**config.mk**
```make
export PLATFORM = sky130hd
export DESIGN_NAME = ex_div
export DESIGN_NICKNAME = d
export VERILOG_FILES = /design/src/rtl/ex_div.sv
export SDC_FILE = /design/constraint.sdc
export NUM_CORES = 1
export LEC_CHECK = 0
export BUFFER_PORTS_ARGS = -buffer_cell sky130_fd_sc_hd__buf_4
export CORE_MARGIN = 2
export CORE_UTILIZATION = 59
export DETAILED_ROUTE_END_ITERATION = 6
export PLACE_DENSITY = 0.81
export SYNTH_ARGS = -nofsm -noshare
export SYNTH_HDL_FRONTEND = slang
export SYNTH_SLANG_ARGS = --single-unit
export TNS_END_PERCENT = 100
```
**constraint.sdc**
```tcl
create_clock -name clk -period 3.91 [get_ports clk]
set_input_delay 0.391 -clock clk [delete_from_list [all_inputs] [get_ports clk]]
set_output_delay 0.391 -clock clk [all_outputs]
set_load 0.005 [all_outputs]
```
**src/rtl/ex_div.sv**
```systemverilog
// Multi-cycle radix-2 restoring divider for DIV/DIVU in the EX stage.
// Returns {remainder, quotient}; raises stallreq while an operation is pending.
module ex_div #(
  parameter int unsigned WIDTH = 32
) (
  input  logic               clk,
  input  logic               resetn,
  input  logic               start,
  input  logic               signed_div,
  input  logic [WIDTH-1:0]   opdata1,
  input  logic [WIDTH-1:0]   opdata2,
  input  logic               annul,
  output logic [2*WIDTH-1:0] result,
  output logic               ready,
  output logic               stallreq
);

  localparam int unsigned CW = $clog2(WIDTH + 1);

  typedef enum logic [1:0] {
    S_IDLE,
    S_DIVZERO,
    S_ON,
    S_END
  } state_e;

  state_e             state_q, state_d;
  logic [CW-1:0]      cnt_q, cnt_d;
  logic [WIDTH-1:0]   rem_q, rem_d;
  logic [WIDTH-1:0]   quo_q, quo_d;
  logic [WIDTH-1:0]   dvs_q, dvs_d;
  logic               q_neg_q, q_neg_d;
  logic               r_neg_q, r_neg_d;
  logic [2*WIDTH-1:0] result_q, result_d;
  logic               ready_q, ready_d;

  logic [WIDTH-1:0]   abs1, abs2;
  logic [WIDTH:0]     rem_sh, rem_sub;
  logic               ge;

  always_comb begin
    abs1 = (signed_div && opdata1[WIDTH-1]) ? -opdata1 : opdata1;
    abs2 = (signed_div && opdata2[WIDTH-1]) ? -opdata2 : opdata2;
    // The dividend is shifted through quo, so its MSB feeds the remainder LSB.
    // A set borrow bit out of the W+1-bit subtract means shifted rem < divisor.
    rem_sh  = {rem_q, quo_q[WIDTH-1]};
    rem_sub = rem_sh - {1'b0, dvs_q};
    ge      = ~rem_sub[WIDTH];
  end

  always_comb begin
    state_d  = state_q;
    cnt_d    = cnt_q;
    rem_d    = rem_q;
    quo_d    = quo_q;
    dvs_d    = dvs_q;
    q_neg_d  = q_neg_q;
    r_neg_d  = r_neg_q;
    result_d = result_q;
    unique case (state_q)
      S_IDLE: begin
        if (start && !annul) begin
          if (opdata2 == '0) begin
            state_d = S_DIVZERO;
          end else begin
            state_d = S_ON;
            cnt_d   = '0;
            rem_d   = '0;
            quo_d   = abs1;
            dvs_d   = abs2;
            q_neg_d = signed_div & (opdata1[WIDTH-1] ^ opdata2[WIDTH-1]);
            r_neg_d = signed_div & opdata1[WIDTH-1];
          end
        end
      end
      S_DIVZERO: begin
        result_d = '0;
        state_d  = S_END;
      end
      S_ON: begin
        if (annul) begin
          state_d = S_IDLE;
        end else if (cnt_q != CW'(WIDTH)) begin
          quo_d = {quo_q[WIDTH-2:0], ge};
          rem_d = ge ? rem_sub[WIDTH-1:0] : rem_sh[WIDTH-1:0];
          cnt_d = cnt_q + CW'(1);
        end else begin
          result_d = {(r_neg_q ? -rem_q : rem_q), (q_neg_q ? -quo_q : quo_q)};
          state_d  = S_END;
        end
      end
      S_END: begin
        if (annul || !start) state_d = S_IDLE;
      end
      default: state_d = S_IDLE;
    endcase
    ready_d = (state_d == S_END);
  end

  always_ff @(posedge clk or negedge resetn) begin
    if (!resetn) begin
      state_q  <= S_IDLE;
      cnt_q    <= '0;
      rem_q    <= '0;
      quo_q    <= '0;
      dvs_q    <= '0;
      q_neg_q  <= 1'b0;
      r_neg_q  <= 1'b0;
      result_q <= '0;
      ready_q  <= 1'b0;
    end else begin
      state_q  <= state_d;
      cnt_q    <= cnt_d;
      rem_q    <= rem_d;
      quo_q    <= quo_d;
      dvs_q    <= dvs_d;
      q_neg_q  <= q_neg_d;
      r_neg_q  <= r_neg_d;
      result_q <= result_d;
      ready_q  <= ready_d;
    end
  end

  assign result   = result_q;
  assign ready    = ready_q;
  assign stallreq = start & ~ready_q;

endmodule

```
After elaboration in Yosys (flattened, before gate mapping)
Index checks and enable logic that the tools add are counted.

Bitwise logic cells: 7. Reduce and logical (&&, ||, !) cells: 13. Equality and inequality tests: 10. Multiplexer cells: 29. Add/subtract/negate cells: 6.

Operator list (count): $mux 32 (13); $mux 64 (2); $neg 32->32 (4); $pmux 32 s2 (2); $pmux 64 s2 (1); $sub 33x32->33 (1); $logic_not 32->1 (1); $mux 6 (4); $pmux 6 s2 (1); $mux 2 (5); $ne 2x2->1 const B (5); $pmux 2 s4 (1); $add 6x1->6 const B (1); $eq 2x2->1 const B (3); $ne 6x6->1 const B (1); $reduce_and 3->1 (2); $reduce_and 5->1 (1); $reduce_bool 2->1 (2); $and 1x1->1 (3); $logic_and 1x1->1 (3); $not 1->1 (3); $eq 2x1->1 const B (1); $logic_not 1->1 (2); $logic_not 2->1 (1); 2 further kinds (2).

Output and inout bits: 66. Flip-flop bits (word level): 171. Logic and storage cells: 74.

Longest topological paths before layout
Gate-level depths: netlist of run 1.

Depth in word-level cells: 5. Mapped depth: 13. Depth with buffers taken out: 12.

Worst setup path before layout of run 1
No wires, ideal clock.

Path kind: register to register. From: register rem_q[16]. To: register result_q[61] (netlist: result[61]). Path slack: 791 ps. Data required time: 3789 ps. Setup time: 121 ps. Stages on the path, launching flop included: 9. Clock period less this slack: 3119 ps. Arrival: 2999 ps. Buffers on the path: 0. Cells stage by stage: dfrtp_1 > or4_4 > or3_4 > or4_4 > or4_4 > or3_4 > o41ai_4 > xor2_1 > o21ai_1.

Word-level cells in the longest chain between the ends: 5.

Ends and longest elaborated chain: from (decl) (RTL line 29) `logic [WIDTH-1:0] rem_q, rem_d;`; from (signal assigned) (RTL line 114) `rem_q <= rem_d;`; $neg 32->32 (RTL line 88) `result_d = {(r_neg_q ? -rem_q : rem_q), (q_neg_q ? -quo_q : quo_q)};`; $mux 32 (RTL line 88); $mux 64 (RTL line 83) `end else if (cnt_q != CW'(WIDTH)) begin`; $mux 64 (RTL line 81) `if (annul) begin`; $pmux 64 s2 (RTL line 60) `unique case (state_q)`; to (signal assigned) (RTL line 119) `result_q <= result_d;`; to (decl) (RTL line 34) `logic [2*WIDTH-1:0] result_q, result_d;`.

Every way passes these cells. The select of a mux whose other input is x is not followed. A chain may end at the register's enable or synchronous reset.

Worst setup path in the final report of run 1
From: register rem_q[6]. To: register rem_q[26].

Word-level cells in the longest chain between the ends: 5.

Ends and longest elaborated chain: $sub 33x32->33 (RTL line 47) `rem_sub = rem_sh - {1'b0, dvs_q};`; $mux 32 (RTL line 85) `rem_d = ge ? rem_sub[WIDTH-1:0] : rem_sh[WIDTH-1:0];`; $mux 32 (RTL line 83); $mux 32 (RTL line 81); $pmux 32 s2 (RTL line 60).

Every way passes these cells. The select of a mux whose other input is x is not followed.

==> results.toml, run 1 <==
[min_path]
hp-class = "in -> async"

[clock_tree]
cts_resized = 0
cts_tree = "yes"
clk_root_buffer_cell = "clkbuf_16"
cts_max_level = 4
post_cts_buffers = 0
path_clk_slew_ns = 0.07
cts_sinks = 171
clock_latency_ns = 0.44
cts_made_buffers = 17
cts_buffer_depth = 2
cts_hold_buf = 0

[grt]
grt_usage_pct = 29.43
grt_first_pass_wirelength_um = 47440
grt_max_degree = 98
grt_antenna_before_repair = 0
grt_pass1_vias = 9683
overflow = 0

[layout]
final_cells = 1694
fillCellCount = 1509
syn_to_final_growth_pct = 16.12
finalNetCount = 1555
n_antenna_cell = 0
drive_above_1_share_pct = 14.04

[synthesis]
netlist_instances = 1345
yosysTopAreaCellShare_pct = 38.42
ys_top_cells_by_area = "dfrtp_1, o21ai_0, xor2_1, nand2_1, a21oi_1"
synth_area_um2 = 11140
syn_avg_cell_area_um2 = 8.280
synth_area_leader_cell = "dfrtp_1"
ys_ff_latch = 171
synthesis.nets = 1453
ys.flop_type = "dfrtp_1"
seq_area_frac_synth_pct = 38.42
yosys_warnings = 0
synth_edf_count = 0
synthArstFlopShare_pct = 100.0
synth_cell_types = 65

[run]
max_cap_violations = 0

[sta]
finalSetupViolations = 0
fmax_ghz = 0.3016
finClkSkew_ns = 0.006388
slew_violations = 0
finalHoldViolations = 0
grt_setup_unrepaired = "no"
slew_headroom_pct = 32.89
post-route-min-period_ns = 3.315
tns_ns = 0
timing.final.crit_share_pct = 84.79
worst_slew_pin_slew_ns = 1.004

[route]
wl_um = 29040
firstDrtPassIters = 6
drtIter0Drc = 951
via_per_inst = 6.046
drcViolationCount = 0
vias = 10240
antenna_left = 0
wl_per_cell_um = 17.14

[power]
p_int_uw = 3429
p_comb_share_pct = 23.6
p_leak_uw = 0.005877
p_switching_uw = 1601
swShare_pct = 31.82
clkPwrFrac_pct = 34.8
p_total_uw = 5030
p_per_area_nw_per_um2 = 388.9
peakVddDrop_mv = 0.3431
power_frac_seq_pct = 41.6

[floorplan]
num_io_pins = 135
core_um2 = 18640
num_rows = 50
dieHeight_um = 141.4
die_area_um2 = 19990
initial_utilization_pct = 59.74
fp.dieW_um = 141.4

[worst_setup_path]
path_max_fanout = 7
reg2reg_depth = 10
worst_setup_path_end_kind = "flop"
worst_setup_path_start_kind = "flop"
worstPathArrival_ns = 3.62
crit_type = "reg -> reg"
worstPathRequired_ns = 4.22

[place]
io_buffer_count = 134
place_congestion = 0.9466
dp_cells = 1662
dp_hpwl_um = 21120

[status]
status = "finished clean"
sequential cells by signal, indices dropped and copies added, names as in the netlist:
signal	count
state_q	2
ready	1
q_neg_q	1
rem_q	32
quo_q	32
result	64
cnt_q	6
r_neg_q	1
dvs_q	32
placed cells by master, fill, tap and decap left out, drive strengths merged, types with 20 or more instances in the layout:
cell	n
or3	20
a21oi	117
buf	150
o21ai	178
ha	38
xnor2	48
inv	56
xor2	99
nor2	114
or4	20
nand3	20
nor3	21
nand2	189
dfrtp	171
o31ai	38
clkbuf	23
path summary, 6_finish.rpt:
path | slack, ns | to | startpoint
max | 0.59 | rem_q[26] | rem_q[6]
min in group clk | 0.19 | state_q[1] | annul
max reg2reg | 0.59 | rem_q[26] | rem_q[6]
min reg2reg | 0.48 | result[56] | result[56]
max in group asynchronous | 2.92 | dvs_q[17] | resetn
min | 0.06 | result[10] | resetn
Yosys cell counts (11+ instances only):
master,n
nand2_1,189
o21ai_0,175
dfrtp_1,171
a21oi_1,117
nor2_1,114
xor2_1,99
clkbuf_1,56
inv_1,55
xnor2_1,48
ha_1,38
o31ai_1,37
nand3_1,20
nor3_1,20
or3_1,17
or4_1,17
o211ai_1,13
nor4_1,11
o41ai_1,11
per-stage QoR:
| stage | setup slack, ns | area [um^2] | util [%] | hold slack, ns |
|---|---|---|---|---|
| 6_report | 0.5948 | 12930 | 69.37 | 0.05746 |
| 5_1_grt | 0.4041 | 12930 | 69.37 | 0.1356 |
| 4_1_cts | 0.5986 | 12930 | 69.37 | 0.09282 |
| 3_5_place_dp | 0.5892 | 12330 | 66.12 | 0.4720 |
| 3_3_place_gp | 0.6470 | 12330 | 66.12 | 0.4635 |
| 2_1_floorplan | 0.7905 | 11140 | - | 0.09541 |
final cells by class:
type / count / area (um^2) / area share, %
multi-input combinational: 1052 / 6381 / 49.34
sequential: 171 / 4279 / 33.09
timing repair buffer: 150 / 1167 / 9.027
clock buffer: 23 / 467.9 / 3.618
tap: 234 / 292.8 / 2.264
inverter: 55 / 206.4 / 1.596
clock inverter: 9 / 137.6 / 1.064
cells by family (layout without fill, tap and decap cells):
family	count (synthesis)	count (layout)	synth area share (%)
AO/OA/AOI/OAI	415	415	21.91
flip-flops	171	171	38.42
multiplexers	9	9	0.8314
buffers and inverters	122	237	4.640
AND/OR/NAND/NOR	442	442	18.19
adder cells (fa/ha/maj)	39	39	4.449
XOR/XNOR	147	147	11.56
critical path, stage by stage, from the launching register on:
cell      delay [ns]
dfrtp_1         0.45
ha_1            0.42
a21oi_1         0.33
o21ai_0         0.20
a31o_2          0.27
a41o_1          0.28
a211oi_1        0.61
o21bai_1        0.15
a21oi_1         0.21
xor2_1          0.17
o211ai_1        0.09
power by group through the flow:
stage	Combinational [uW]	Clock, uW	Sequential (uW)
after floorplan	849	0	2050
after global placement	1130	0	2110
after detailed placement	1160	0	2120
after CTS	1180	1760	2080
after global routing	1330	1850	2110
final	1190	1750	2090
per-layer routing:
metal  part of all wire (%)  track usage [%]  vias to the layer above
li1                       -                -                     4925
met1                     43            39.46                     4856
met2                     47            48.01                      399
met3                    6.9            5.299                       62
met4                    2.9            11.05                        0
met5                      0                0                        -
No activity file was read; power rests on OpenSTA's default activity.
==> inputs of run 2 (changes only) <==
==> constraint.sdc (replaced) <==
create_clock -name clk -period 3.45 [get_ports clk]
set_input_delay 0.345 -clock clk [delete_from_list [all_inputs] [get_ports clk]]
set_output_delay 0.345 -clock clk [all_outputs]
set_load 0.005 [all_outputs]
==> run 2 against run 1 <==
Final cell count up 0.77%; clock-buffer cell count down 3; worst hold slack better by 0.10 ns; design area up 0.86%; wire length down 0.45%; setup slack worse by 0.37 ns; critical endpoint unchanged; largest cell class unchanged.
==> results.toml, run 2 (synthesized netlist as in run 1, its figures left out) <==
[worst_setup_path]
worstPathArrival_ns = 3.52
endpoint = "rem_q[26]"
crit_cells = 11
worstPathRequired_ns = 3.75
r2r_setup_slack_ns = 0.23
worst_setup_path_start_kind = "flop"
cp_top_family = "compound AO/OA/AOI/OAI gates"
crit_top_cell = "a21oi_1"
worstReg2RegStart = "rem_q[6]"
crit_type = "reg -> reg"
worst_setup_path_end_kind = "flop"
slowest_delay_ns = 0.52
path_max_fanout = 7
worstPathCellList = "ha_1 > a21oi_1 > o21ai_0 > a31o_2 > a41o_1 > buf_4 > a211oi_1 > o21bai_1 > a21oi_1 > xor2_1 > o211ai_1"
rr_endpoint = "rem_q[26]"
cp-startpoint = "rem_q[6]"
reg2reg_depth = 11
crit_slowest_cell = "a211oi_1"
cp_num_buf_inv = 1

[clock_tree]
cts_resized = 0
cts_buffer_depth = 2
cts_tree = "yes"
clk_root_buffer_cell = "clkbuf_16"
cts_hold_buf = 1
clock_latency_ns = 0.43
cts_max_level = 4
cts_sinks = 171
cts_made_buffers = 17
post_cts_buffers = 0
path_clk_slew_ns = 0.07

[route]
wl_um = 28910
antenna_left = 0
drcViolationCount = 0
wl_per_cell_um = 16.93
drtIter0Drc = 705
firstDrtPassIters = 6
via_per_inst = 5.986
vias = 10220

[place]
dp_slack_ns = 0.2246
place_congestion = 0.9700
io_buffer_count = 134
place_area_um2 = 12420
dp_hpwl_um = 21410

[grt]
grt_usage_pct = 29.50
grt_first_pass_wirelength_um = 47570
grt_max_degree = 103
grt_pass1_vias = 9623
grt_antenna_before_repair = 0
overflow = 0

[layout]
layout_common_cells = "nand2_1, o21ai_0, dfrtp_1, buf_4, a21oi_1"
multi_input_area_um2 = 6381
design_area_um2 = 13040
fillCellCount = 1526
n_antenna_cell = 0
syn_to_final_growth_pct = 17.12
drive_above_1_share_pct = 15.00
finalNetCount = 1569
seq_area_um2 = 4279
largest_reg_flops = 64
final_common_cell = "nand2_1"

[run]
max_cap_violations = 0

[sta]
timing.final.ws_setup_ns = 0.2276
grt_setup_unrepaired = "no"
worst_slew_pin_slew_ns = 0.9375
slew_violations = 0
tns_ns = 0
finalHoldViolations = 0
finalSetupViolations = 0
post-route-min-period_ns = 3.222
slew_headroom_pct = 37.36
finClkSkew_ns = 0.008125
fmax_ghz = 0.3103
timing.final.crit_share_pct = 93.40

[power]
p_per_area_nw_per_um2 = 438.1
peakVddDrop_mv = 0.3596
p_leak_uw = 0.005966

[floorplan]
initial_utilization_pct = 59.74
num_rows = 50
core_um2 = 18640
num_io_pins = 135
die_area_um2 = 19990
fp.dieW_um = 141.4
dieHeight_um = 141.4

[min_path]
hp-start = "annul"
hp-class = "in -> reg"

[status]
status = "finished clean"
==> run 2: metal layers <==
layer	part of all wire, %	up-vias	wire length, um	global-route usage [%]
met5	0	-	0	0
li1	-	4958	-	-
met1	44	4904	12730	39.38
met3	5.8	36	1682	5.366
met2	49	320	14040	50.08
met4	1.6	0	455	7.316
==> run 2: worst min-delay path by stage <==
stage	endpoint	slack [ns]	cells after the start
global placement	result[9]	0.25	1
global route	state_q[1]	0.15	2
finish	state_q[1]	0.16	2
CTS	state_q[1]	0.14	2
floorplan	cnt_q[0]	0.05	0
detailed placement	result[10]	0.25	1
==> run 2: per-stage QoR <==
step | hold WS (ns) | total power (uW) | std cells | utilization (%)
4_1_cts | 0.1393 | 5721 | 1707 | 69.97
5_1_grt | 0.1518 | 6004 | 1707 | 69.97
6_report | 0.1610 | 5714 | 1707 | 69.97
2_1_floorplan | 0.04941 | 3285 | 1345 | -
3_3_place_gp | 0.2491 | 3693 | 1675 | 66.64
3_5_place_dp | 0.2524 | 3734 | 1675 | 66.64
==> run 2: power by group <==
part           switching (uW)  internal [uW]  total [uW]
logic                     804            550        1350
clock network             800           1190        1990
registers                 202           2170        2370
==> run 2: cell type report <==
cell class / count / share of cell area [%]
well taps: 234 / 2.245
inverters: 55 / 1.583
repair buffers: 164 / 9.775
multi-input cells: 1052 / 48.92
clock buffers: 20 / 3.578
clock inverters: 11 / 1.094
flip-flops and latches: 171 / 32.81
==> inputs of run 3 (changes only) <==
--- a/config.mk
+++ b/config.mk
@@ -7,9 +7,9 @@
 export LEC_CHECK = 0
 export BUFFER_PORTS_ARGS = -buffer_cell sky130_fd_sc_hd__buf_4
 export CORE_MARGIN = 2
-export CORE_UTILIZATION = 59
+export CORE_UTILIZATION = 54
 export DETAILED_ROUTE_END_ITERATION = 6
-export PLACE_DENSITY = 0.81
+export PLACE_DENSITY = 0.78
 export SYNTH_ARGS = -nofsm -noshare
 export SYNTH_HDL_FRONTEND = slang
 export SYNTH_SLANG_ARGS = --single-unit
==> constraint.sdc (replaced) <==
create_clock -name clk -period 2.6 [get_ports clk]
set_input_delay 0.26 -clock clk [delete_from_list [all_inputs] [get_ports clk]]
set_output_delay 0.26 -clock clk [all_outputs]
set_load 0.005 [all_outputs]
==> run 3 against run 2 <==
The run now ends with negative setup slack left; final cell count is 13% higher; setup slack worse by 0.74 ns; clock skew is 0.0032 ns higher; clock power is 31% higher; critical path depth is 3 lower; critical path type unchanged; largest cell class unchanged.
==> results.toml, run 3 (synthesized netlist as in run 1, its figures left out) <==
[worst_setup_path]
worstPathArrival_ns = 3.43
crit_slowest_cell = "or4_4"
worst_setup_path_start_kind = "flop"
worstPathCellList = "or4_4 > or3_4 > or4_4 > or4_4 > or3_4 > o41ai_4 > xor2_1 > o21ai_1"
path_max_fanout = 3
worstPathRequired_ns = 2.91
crit_top_cell = "or4_4"
reg2reg_depth = 8
worst_setup_path_end_kind = "flop"
cp_num_buf_inv = 0
crit_type = "reg -> reg"
slowest_delay_ns = 0.53
cp_top_family = "simple AND/OR/NAND/NOR gates"
worstReg2RegStart = "rem_q[16]"
rr_endpoint = "result[61]"
r2r_setup_slack_ns = -0.52

[floorplan]
fp.dieW_um = 147.6
die_area_um2 = 21790
num_io_pins = 135
dieHeight_um = 147.6
core_um2 = 20230
initial_utilization_pct = 55.04
num_rows = 52

[sta]
timing.final.crit_share_pct = 119.9
grt_setup_unrepaired = "yes"
finalHoldViolations = 0
worst_slew_pin_slew_ns = 1.323
slew_headroom_pct = 11.77
fmax_ghz = 0.3208
post-route-min-period_ns = 3.117
finClkSkew_ns = 0.01128
finalSetupViolations = 46
slew_violations = 0
timing.final.ws_setup_ns = -0.5171

[min_path]
whs_endpoint = "state_q[1]"
min_path_cells = 2
hp-class = "in -> reg"
hp-start = "annul"

[clock_tree]
cts_tree = "yes"
path_clk_slew_ns = 0.07
cts_sinks = 171
cts_max_level = 4
clock_latency_ns = 0.44
clk_root_buffer_cell = "clkbuf_16"
cts_buffer_depth = 2
cts_made_buffers = 17

[grt]
overflow = 0
grt_antenna_before_repair = 0
grt_pass1_vias = 10670
grt_first_pass_wirelength_um = 52990
grt_usage_pct = 30.02
grt_max_degree = 75

[layout]
design_area_um2 = 15110
largest_reg_flops = 64
drive_above_1_share_pct = 30.02
syn_to_final_growth_pct = 35.72
final_common_cell = "buf_4"
finalNetCount = 1755
layout_common_cells = "buf_4, nand2_1, dfrtp_1, o21ai_0, nor2_1"
n_antenna_cell = 0

[place]
dp_slack_ns = -0.5782
io_buffer_count = 134
place_area_um2 = 13860
dp_hpwl_um = 23490
place_congestion = 0.9192

[run]
max_cap_violations = 0

[route]
vias = 11130
via_per_inst = 5.768
wl_um = 32940
firstDrtPassIters = 5
wl_per_cell_um = 17.07
drtIter0Drc = 923
drcViolationCount = 0
antenna_left = 0

[power]
p_per_area_nw_per_um2 = 541.9
peakVddDrop_mv = 0.4412
p_leak_uw = 0.007011

[status]
status = "finished with violations"
violations = "negative setup slack"
-- run 3: timing repair --
action,4_1_cts,5_1_grt
hold buffers,1,0
resized for setup,57,61
buffers inserted,9,15
hold endpoints to repair,49,0
endpoints found under the setup margin,54,71
pin swaps,32,33
gates cloned,5,0
-- run 3: worst reg2reg max path: stages, from the launching register on --
cell,delay [ns]
dfrtp_1,0.38
or4_4,0.53
or3_4,0.34
or4_4,0.43
or4_4,0.44
or3_4,0.39
o41ai_4,0.23
xor2_1,0.18
o21ai_1,0.07
-- run 3: cell type report --
| type | instances | area [um^2] |
|---|---|---|
| multi-input combinational | 1053 | 6918 |
| clock buffer | 18 | 429.2 |
| inverter | 55 | 206.4 |
| sequential | 171 | 4283 |
| timing repair buffer | 349 | 2783 |
| clock inverter | 13 | 157.7 |
| tap | 270 | 337.8 |
| fill | 1458 | 5120 |
-- run 3: per-stage QoR --
stage / utilization (%) / power [uW] / TNS [ns] / hold WS, ns / std cells
detailed placement: 68.48 / 5344 / -19.44 / 0.2388 / 1871
global route: 74.70 / 8578 / -15.19 / 0.06168 / 1929
floorplan: - / 4417 / -3.885 / -0.03559 / 1345
global placement: 68.48 / 5264 / -12.73 / 0.2373 / 1871
finish: 74.70 / 8190 / -10.19 / 0.07869 / 1929
CTS: 73.00 / 8026 / -8.593 / 0.04644 / 1916
-- run 3: worst max-delay path by stage --
stage,from,to,slack (ns),depth (start not counted)
4_1_cts,rem_q[16],result[61],-0.48,8
2_1_floorplan,rem_q[16],result[61],-0.52,8
5_1_grt,rem_q[16],result[61],-0.61,8
3_5_place_dp,rem_q[16],result[59],-0.58,8
6_report,rem_q[16],result[61],-0.52,8
3_3_place_gp,rem_q[16],result[61],-0.48,8
-- run 3: routing by layer --
metal | vias up | track usage [%] | share of wire [%]
li1 | 5319 | - | -
met2 | 429 | 48.23 | 47
met1 | 5303 | 42.75 | 44
met4 | 0 | 9.567 | 2.3
met5 | - | 0 | 0
met3 | 75 | 3.519 | 6.8
-- run 3: power breakdown --
group	switching [uW]	internal, uW
logic	1320	1160
registers	239	2870
clock network	1160	1440
